[src/rtl/fuzz_sig_pkg.sv]
// Shared types and the MISR update rule for the signature collector.
package fuzz_sig_pkg;

  typedef enum logic [1:0] {IDLE, RUN, REPORT} state_e;

  localparam int              DEF_SIG_W  = 16;
  localparam int              DEF_DATA_W = 8;
  localparam logic [15:0]     DEF_POLY   = 16'h1021;
  localparam logic [15:0]     DEF_SEED   = 16'hFFFF;

  // One MISR step: shift left, fold the polynomial back in when the MSB
  // falls out, then mix in the (already zero-extended) sample.
  function automatic logic [DEF_SIG_W-1:0] misr_next(
    input logic [DEF_SIG_W-1:0] sig,
    input logic [DEF_SIG_W-1:0] data,
    input logic [DEF_SIG_W-1:0] poly
  );
    return {sig[DEF_SIG_W-2:0], 1'b0} ^ (sig[DEF_SIG_W-1] ? poly : '0) ^ data;
  endfunction

endpackage

[src/rtl/fuzz_sig_misr.sv]
// Registered MISR plus per-bit seen-0/seen-1 tracking and toggle mask.
module fuzz_sig_misr
  import fuzz_sig_pkg::*;
#(
  parameter int               DATA_W = DEF_DATA_W,
  parameter int               SIG_W  = DEF_SIG_W,
  parameter logic [SIG_W-1:0] POLY   = DEF_POLY,
  parameter logic [SIG_W-1:0] SEED   = DEF_SEED
) (
  input  logic              clk,
  input  logic              rst,
  input  logic              load,
  input  logic              en,
  input  logic [DATA_W-1:0] data,
  output logic [SIG_W-1:0]  sig,
  output logic [DATA_W-1:0] mask
);

  logic [SIG_W-1:0]  data_ext;
  logic [SIG_W-1:0]  sig_nxt;
  logic [DATA_W-1:0] seen0, seen1;
  logic [DATA_W-1:0] seen0_nxt, seen1_nxt;

  assign data_ext  = SIG_W'(data);
  assign seen0_nxt = seen0 | ~data;
  assign seen1_nxt = seen1 | data;

  // The package step function is fixed at the default width; other widths
  // use the same equation written out generically.
  generate
    if (SIG_W == DEF_SIG_W) begin : g_pkg_step
      assign sig_nxt = misr_next(sig, data_ext, POLY);
    end else begin : g_gen_step
      assign sig_nxt = {sig[SIG_W-2:0], 1'b0} ^ (sig[SIG_W-1] ? POLY : '0) ^ data_ext;
    end
  endgenerate

  // Signature/coverage state: cleared on reset or load, advanced per sample.
  always_ff @(posedge clk) begin
    if (rst || load) begin
      sig   <= SEED;
      seen0 <= '0;
      seen1 <= '0;
      mask  <= '0;
    end else if (en) begin
      sig   <= sig_nxt;
      seen0 <= seen0_nxt;
      seen1 <= seen1_nxt;
      mask  <= seen0_nxt & seen1_nxt;
    end
  end

endmodule

[src/rtl/fuzz_sig_collector.sv]
// Windowed signature collector: FSM and sample counter around the MISR.
module fuzz_sig_collector
  import fuzz_sig_pkg::*;
#(
  parameter int               DATA_W = DEF_DATA_W,
  parameter int               SIG_W  = DEF_SIG_W,
  parameter logic [SIG_W-1:0] POLY   = DEF_POLY,
  parameter logic [SIG_W-1:0] SEED   = DEF_SEED,
  parameter int               CNT_W  = 16
) (
  input  logic              clk,
  input  logic              rst,
  input  logic              start,
  input  logic [CNT_W-1:0]  num_samples,
  input  logic              in_valid,
  input  logic [DATA_W-1:0] in_data,
  output logic              busy,
  output logic [SIG_W-1:0]  sig_out,
  output logic [DATA_W-1:0] toggle_mask,
  output logic [CNT_W-1:0]  sample_count,
  output logic              done_valid,
  input  logic              done_ready
);

  state_e           state_q, state_d;
  logic [CNT_W-1:0] target_q;
  logic             load, en;

  // State register.
  always_ff @(posedge clk) begin
    if (rst) state_q <= IDLE;
    else     state_q <= state_d;
  end

  // Next state, MISR load/enable strobes and status outputs.
  always_comb begin
    state_d    = state_q;
    load       = 1'b0;
    en         = 1'b0;
    busy       = (state_q != IDLE);
    done_valid = (state_q == REPORT);
    case (state_q)
      IDLE: if (start) begin
        load    = 1'b1;
        state_d = (num_samples == '0) ? REPORT : RUN;
      end
      RUN: if (in_valid) begin
        en = 1'b1;
        // target >= 1 here, so target-1 never underflows.
        if (sample_count == target_q - CNT_W'(1)) state_d = REPORT;
      end
      REPORT: if (done_ready) state_d = IDLE;
      default: state_d = IDLE;
    endcase
  end

  // Window length latch and accepted-sample counter.
  always_ff @(posedge clk) begin
    if (rst) begin
      target_q     <= '0;
      sample_count <= '0;
    end else if (load) begin
      target_q     <= num_samples;
      sample_count <= '0;
    end else if (en) begin
      sample_count <= sample_count + CNT_W'(1);
    end
  end

  fuzz_sig_misr #(
    .DATA_W (DATA_W),
    .SIG_W  (SIG_W),
    .POLY   (POLY),
    .SEED   (SEED)
  ) u_misr (
    .clk  (clk),
    .rst  (rst),
    .load (load),
    .en   (en),
    .data (in_data),
    .sig  (sig_out),
    .mask (toggle_mask)
  );

endmodule

[config.mk]
export PLATFORM = sky130hd
export DESIGN_NAME = fuzz_sig_collector
export DESIGN_NICKNAME = d
export VERILOG_FILES = /design/src/rtl/fuzz_sig_pkg.sv /design/src/rtl/fuzz_sig_misr.sv /design/src/rtl/fuzz_sig_collector.sv
export SDC_FILE = /design/constraint.sdc
export NUM_CORES = 1
export LEC_CHECK = 0
export CAP_MARGIN = 20
export CORE_UTILIZATION = 46
export CTS_BUF_LIST = sky130_fd_sc_hd__clkbuf_4 sky130_fd_sc_hd__clkbuf_8
export CTS_CLUSTER_SIZE = 25
export DETAILED_ROUTE_END_ITERATION = 7
export HOLD_SLACK_MARGIN = 0.12
export PLACE_DENSITY = 0.76
export SLEW_MARGIN = 30
export SYNTH_ARGS = -nofsm -noshare
export SYNTH_HDL_FRONTEND = slang
export SYNTH_HIERARCHICAL = 1
export SYNTH_SLANG_ARGS = --single-unit
[constraint.sdc]
create_clock -name clk -period 2.03 [get_ports clk]
set_input_delay 0.203 -clock clk [delete_from_list [all_inputs] [get_ports clk]]
set_output_delay 0.203 -clock clk [all_outputs]
set_load 0.05 [all_outputs]
# Yosys cells after proc, flatten, opt, wreduce, memory -nomap -nowiden
# Cells that the tools add are included.
# totals
reg_bits	74
input_bits	29
out_inout_bits	42
word_cells	39
# classes
n_addsub	2
eq_ne	7
mux	11
bitwise	6
n_reduce_logical	6
# ops
cell	count
16-bit by 1-bit adder with 16-bit output (second input constant)	1
16-bit == test	1
16-bit logical NOT	1
8-bit OR	2
16-bit by 1-bit subtractor with 16-bit output (second input constant)	1
16-bit bitwise XOR	1
16-bit by 8-bit bitwise XOR with 16-bit output	1
13-bit 2-to-1 mux	1
2-bit 2-to-1 mux	5
8-bit bitwise AND	1
8-bit NOT	1
2-bit != test (second input constant)	3
2-bit one-hot mux with 3 select lines	1
1-bit 2-to-1 mux	4
4-bit AND reduction	1
2-bit by 1-bit == test with 1-bit output (second input constant)	1
2-bit == test (second input constant)	1
2-bit logical NOT	1
2-bit by 1-bit != test with 1-bit output (second input constant)	1
2-bit nonzero test	1
2-bit OR reduction	1
1-bit logical OR	1

# Longest topological paths before layout
# depth
depth_word	5
depth_mapped	9
depth_no_buf	8

# Cells and area by module
# The synthesis kept the hierarchy.
# by_module_without_submodules
module	n_inst	cells_per_inst	area_per_inst_um2	seq_area_each_um2
fuzz_sig_collector	1	238	1896.8	680.7
fuzz_sig_misr	1	156	1595.3	800.8

# Worst setup path before layout
# No wires, ideal clock.
# synth_timing
kind	reg2reg
from	register target_q[6]
to	register state_q[0]
setup_time_ns	0.120
arrival_ns	2.016
required_ns	1.910
path_slack_ns	-0.106
path_stages_with_launch	7
n_path_buf	0
period_less_slack_ns	2.136
path_cell_list	dfxtp_1 -> or4_4 -> nor4_4 -> nand3_1 -> xnor2_1 -> or3_1 -> o31a_1
# synth_via
elab_chain_cells	4
# synth_lines
item	line	text
from (decl)	fuzz_sig_collector.sv:26	logic [CNT_W-1:0] target_q;
from (signal assigned)	fuzz_sig_collector.sv:63	target_q <= num_samples;
16-bit by 1-bit subtractor with 16-bit output	fuzz_sig_collector.sv:50	if (sample_count == target_q - CNT_W'(1)) state_d = REPORT;
16-bit == test	fuzz_sig_collector.sv:50	
2-bit != test (no line)	--	
4-bit AND reduction (no line)	--	
to (signal assigned)	fuzz_sig_collector.sv:32	else state_q <= state_d;
to (decl)	fuzz_sig_collector.sv:25	state_e state_q, state_d;
# No other way between the ends.
# A chain may end at the register's enable or synchronous reset.

# Worst setup path in the final report
# Ends and elaborated chain as after synthesis.

==> reports/metrics.yaml <==
outcome: "finished with violations"
violations: "setup timing"
vias_per_cell: 5.21
power_density_nw_per_um2: 683
clk_latency_ps: 340
synth_top_family_by_area: "simple AND/OR/NAND/NOR gates"
syn_avg_cell_area_sq_um: 8.86
setup-tns-final_ps: -147
port_buffers: 70
p_sw_uw: 890
startpoint_type: "flop"
path_cells: "or4_4 > nor4_4 > nand3_1 > xnor2_1 > or3_4 > o31a_1"
tritoncts: "built"
setup_violations: 2
initial_core_util_pct: 47.9
holdWs_ps: 445
min_period_ps: 2140
final_common_cell: "dfxtp_1"
tightest_slew_ps: 654
dr.first_iter.drc_count: 117
cp_slowest_stage_delay_ps: 550
htree_levels: 3
fin_total_pwr_uw: 3110
comb_power_share_pct: 18.0
yosysUniqueCellTypes: 49
num_io_pins: 71
synthSimpleGateAreaFrac_pct: 22.1
cts_root_buf: "clkbuf_8"
hold_buffers: 0
grt_max_degree: 51
synth_adder_area_share_pct: 0.717
fillers: 648
ys_seq_area_share_pct: 42.4
clockBufferDepth: 2
clock-sinks: 74
wl_per_cell_um: 14.2
post-route-period-util_pct: 105
drtPass1Iterations: 4
drc: 0
grt_pass1_vias: 2794
hold_viol: 0
end_kind: "flop"
fmax_mhz: 468
p_seq_share_pct: 49.5
antenna_found_initial: 0
crit_family: "simple AND/OR/NAND/NOR gates"
rsz0062_at_grt: "true"
ir_drop_uv: 427
diodes: 0
p_sw_share_pct: 28.7
p_leak_uw: 0.00172
routed_wl_um: 8160
finalNetCount: 501
vias: 2992
gp_congestion: 0.842
final_layout_size_suffix_gt1_share_pct: 11.6
synth_edf_count: 0
ys_warn_count: 6
cts_made_buffers: 9
fp.coreArea_sq_um: 7290
area_delta_synth_final_pct: 30.2
die_w_um: 89.1
clk_pin_slew_ps: 80
p_int_uw: 2210
grt_pass1_wl_um: 13000
die_y_um: 89.1
cp_slowest_cell: "or4_4"
ys_ff_latch: 74
ys_async_sr_fraction_pct: 0
place_ws_ps: -87.4
grt_overflow: 0
crit_arrival_ps: 2370
cp.required_ps: 2260
dp_hpwl_um: 5800
syn-cell-area_sq_um: 3490
synth-compound-area-share_pct: 13.9
cap_violations: 0
slew_headroom_pct: 56.4
synth_nets: 425
final_cell_mix: "dfxtp_1, clkdlybuf4s50_1, nand2_1"
synth_mux_area_share_pct: 4.87
maxSlewViolCount: 0
p_clk_share_pct: 32.5
synth_flop_cell: "dfxtp_1"
fin_ws_ps: -108
synth_cells: 394
path_class: "reg2reg"
ant_nets: 0
grt_use_total_pct: 21.3
synth_xor_area_share_pct: 11.2
min_path_type: "in2reg"
fp.dieArea_sq_um: 7940
clock_skew_ps: 8.92
cp_max_fo: 3
crit_buf_inv: 0
num_rows: 31
-- power groups by stage --
stage	logic [uW]	clock network [uW]	registers, uW
finish	558	1010	1540
global route	603	1100	1540
CTS	539	1040	1540
detailed placement	526	0	1570
global placement	516	0	1570
floorplan	296	0	1610
-- through the flow --
step	util [%]	instances	cell area, sq um
after floorplan	-	394	3490
after global placement	59.4	555	4330
after detailed placement	59.4	555	4330
after CTS	61.9	572	4520
after global routing	62.3	574	4550
final	62.3	574	4550
-- cell families after synthesis --
group / count (synthesis)
AO/OA/AOI/OAI: 71
XOR/XNOR: 43
adder cells (fa/ha/maj): 2
buffers and inverters: 34
flip-flops: 74
multiplexers: 17
AND/OR/NAND/NOR: 153
-- layer usage --
metal	wire [um]	up-vias	track usage, %
met5	0	-	0
met4	189	0	9.67
met3	357	18	5.17
met2	3990	65	36.2
met1	3630	1410	25.5
li1	-	1499	-
-- worst reg2reg max path: cells and delay by family (launching register included) --
kind | cells | cell delay [ps]
flops | 1 | 320
compound gates | 1 | 270
xor+xnor | 1 | 170
simple gates | 4 | 1280
-- synthesized netlist by cell type (3+ instances only) --
library cell / count / share of area (%)
xnor2_1: 24 / 6.0
nor2_1: 37 / 4.0
nor2b_1: 9 / 1.6
mux2i_1: 17 / 4.9
nand2b_1: 10 / 1.8
inv_1: 5 / 0.54
a21oi_1: 31 / 4.4
or3_1: 4 / 0.72
o21a_1: 8 / 1.7
nand3_1: 8 / 1.1
nor4_1: 7 / 1.3
a211oi_1: 7 / 1.5
buf_4: 7 / 1.5
o21ai_0: 3 / 0.43
o211ai_1: 10 / 2.1
and3_1: 4 / 0.72
buf_2: 7 / 1.0
clkbuf_1: 11 / 1.2
nand2_1: 55 / 5.9
dfxtp_1: 74 / 42
xor2_1: 18 / 4.5
nand4_1: 5 / 0.90
-- final timing paths --
path,startpoint,end,slack [ps],cells after the start
worst max-delay path,target_q[6],state_q[0],-110,6
worst min register to register,u_misr/seen0[5],u_misr/seen0[5],470,1
worst max register to register,target_q[6],state_q[0],-110,6
worst min-delay path,num_samples[1],target_q[1],450,3
-- registers in the layout, indices dropped and copies added (netlist names) --
name	cells
sample_count	16
state_q	2
target_q	16
u_misr/mask	8
u_misr/seen0	8
u_misr/seen1	8
u_misr/sig	16
-- final cells by class --
type | count | area (sq um) | share of cell area, %
sequential | 74 | 1480 | 32.6
clock buffer | 10 | 131 | 2.89
inverter | 7 | 26.3 | 0.578
tap | 99 | 124 | 2.73
multi-input combinational | 286 | 1860 | 40.9
timing repair buffer | 92 | 881 | 19.4
clock inverter | 6 | 42.5 | 0.936
-- repair_timing --
| item | CTS | global route |
|---|---|---|
| pin swaps | 4 | 6 |
| buffers inserted | 1 | 2 |
| setup endpoints to repair | 2 | 3 |
| resized for setup | 1 | 3 |
Note: power is estimated with default switching activity, not from simulation.
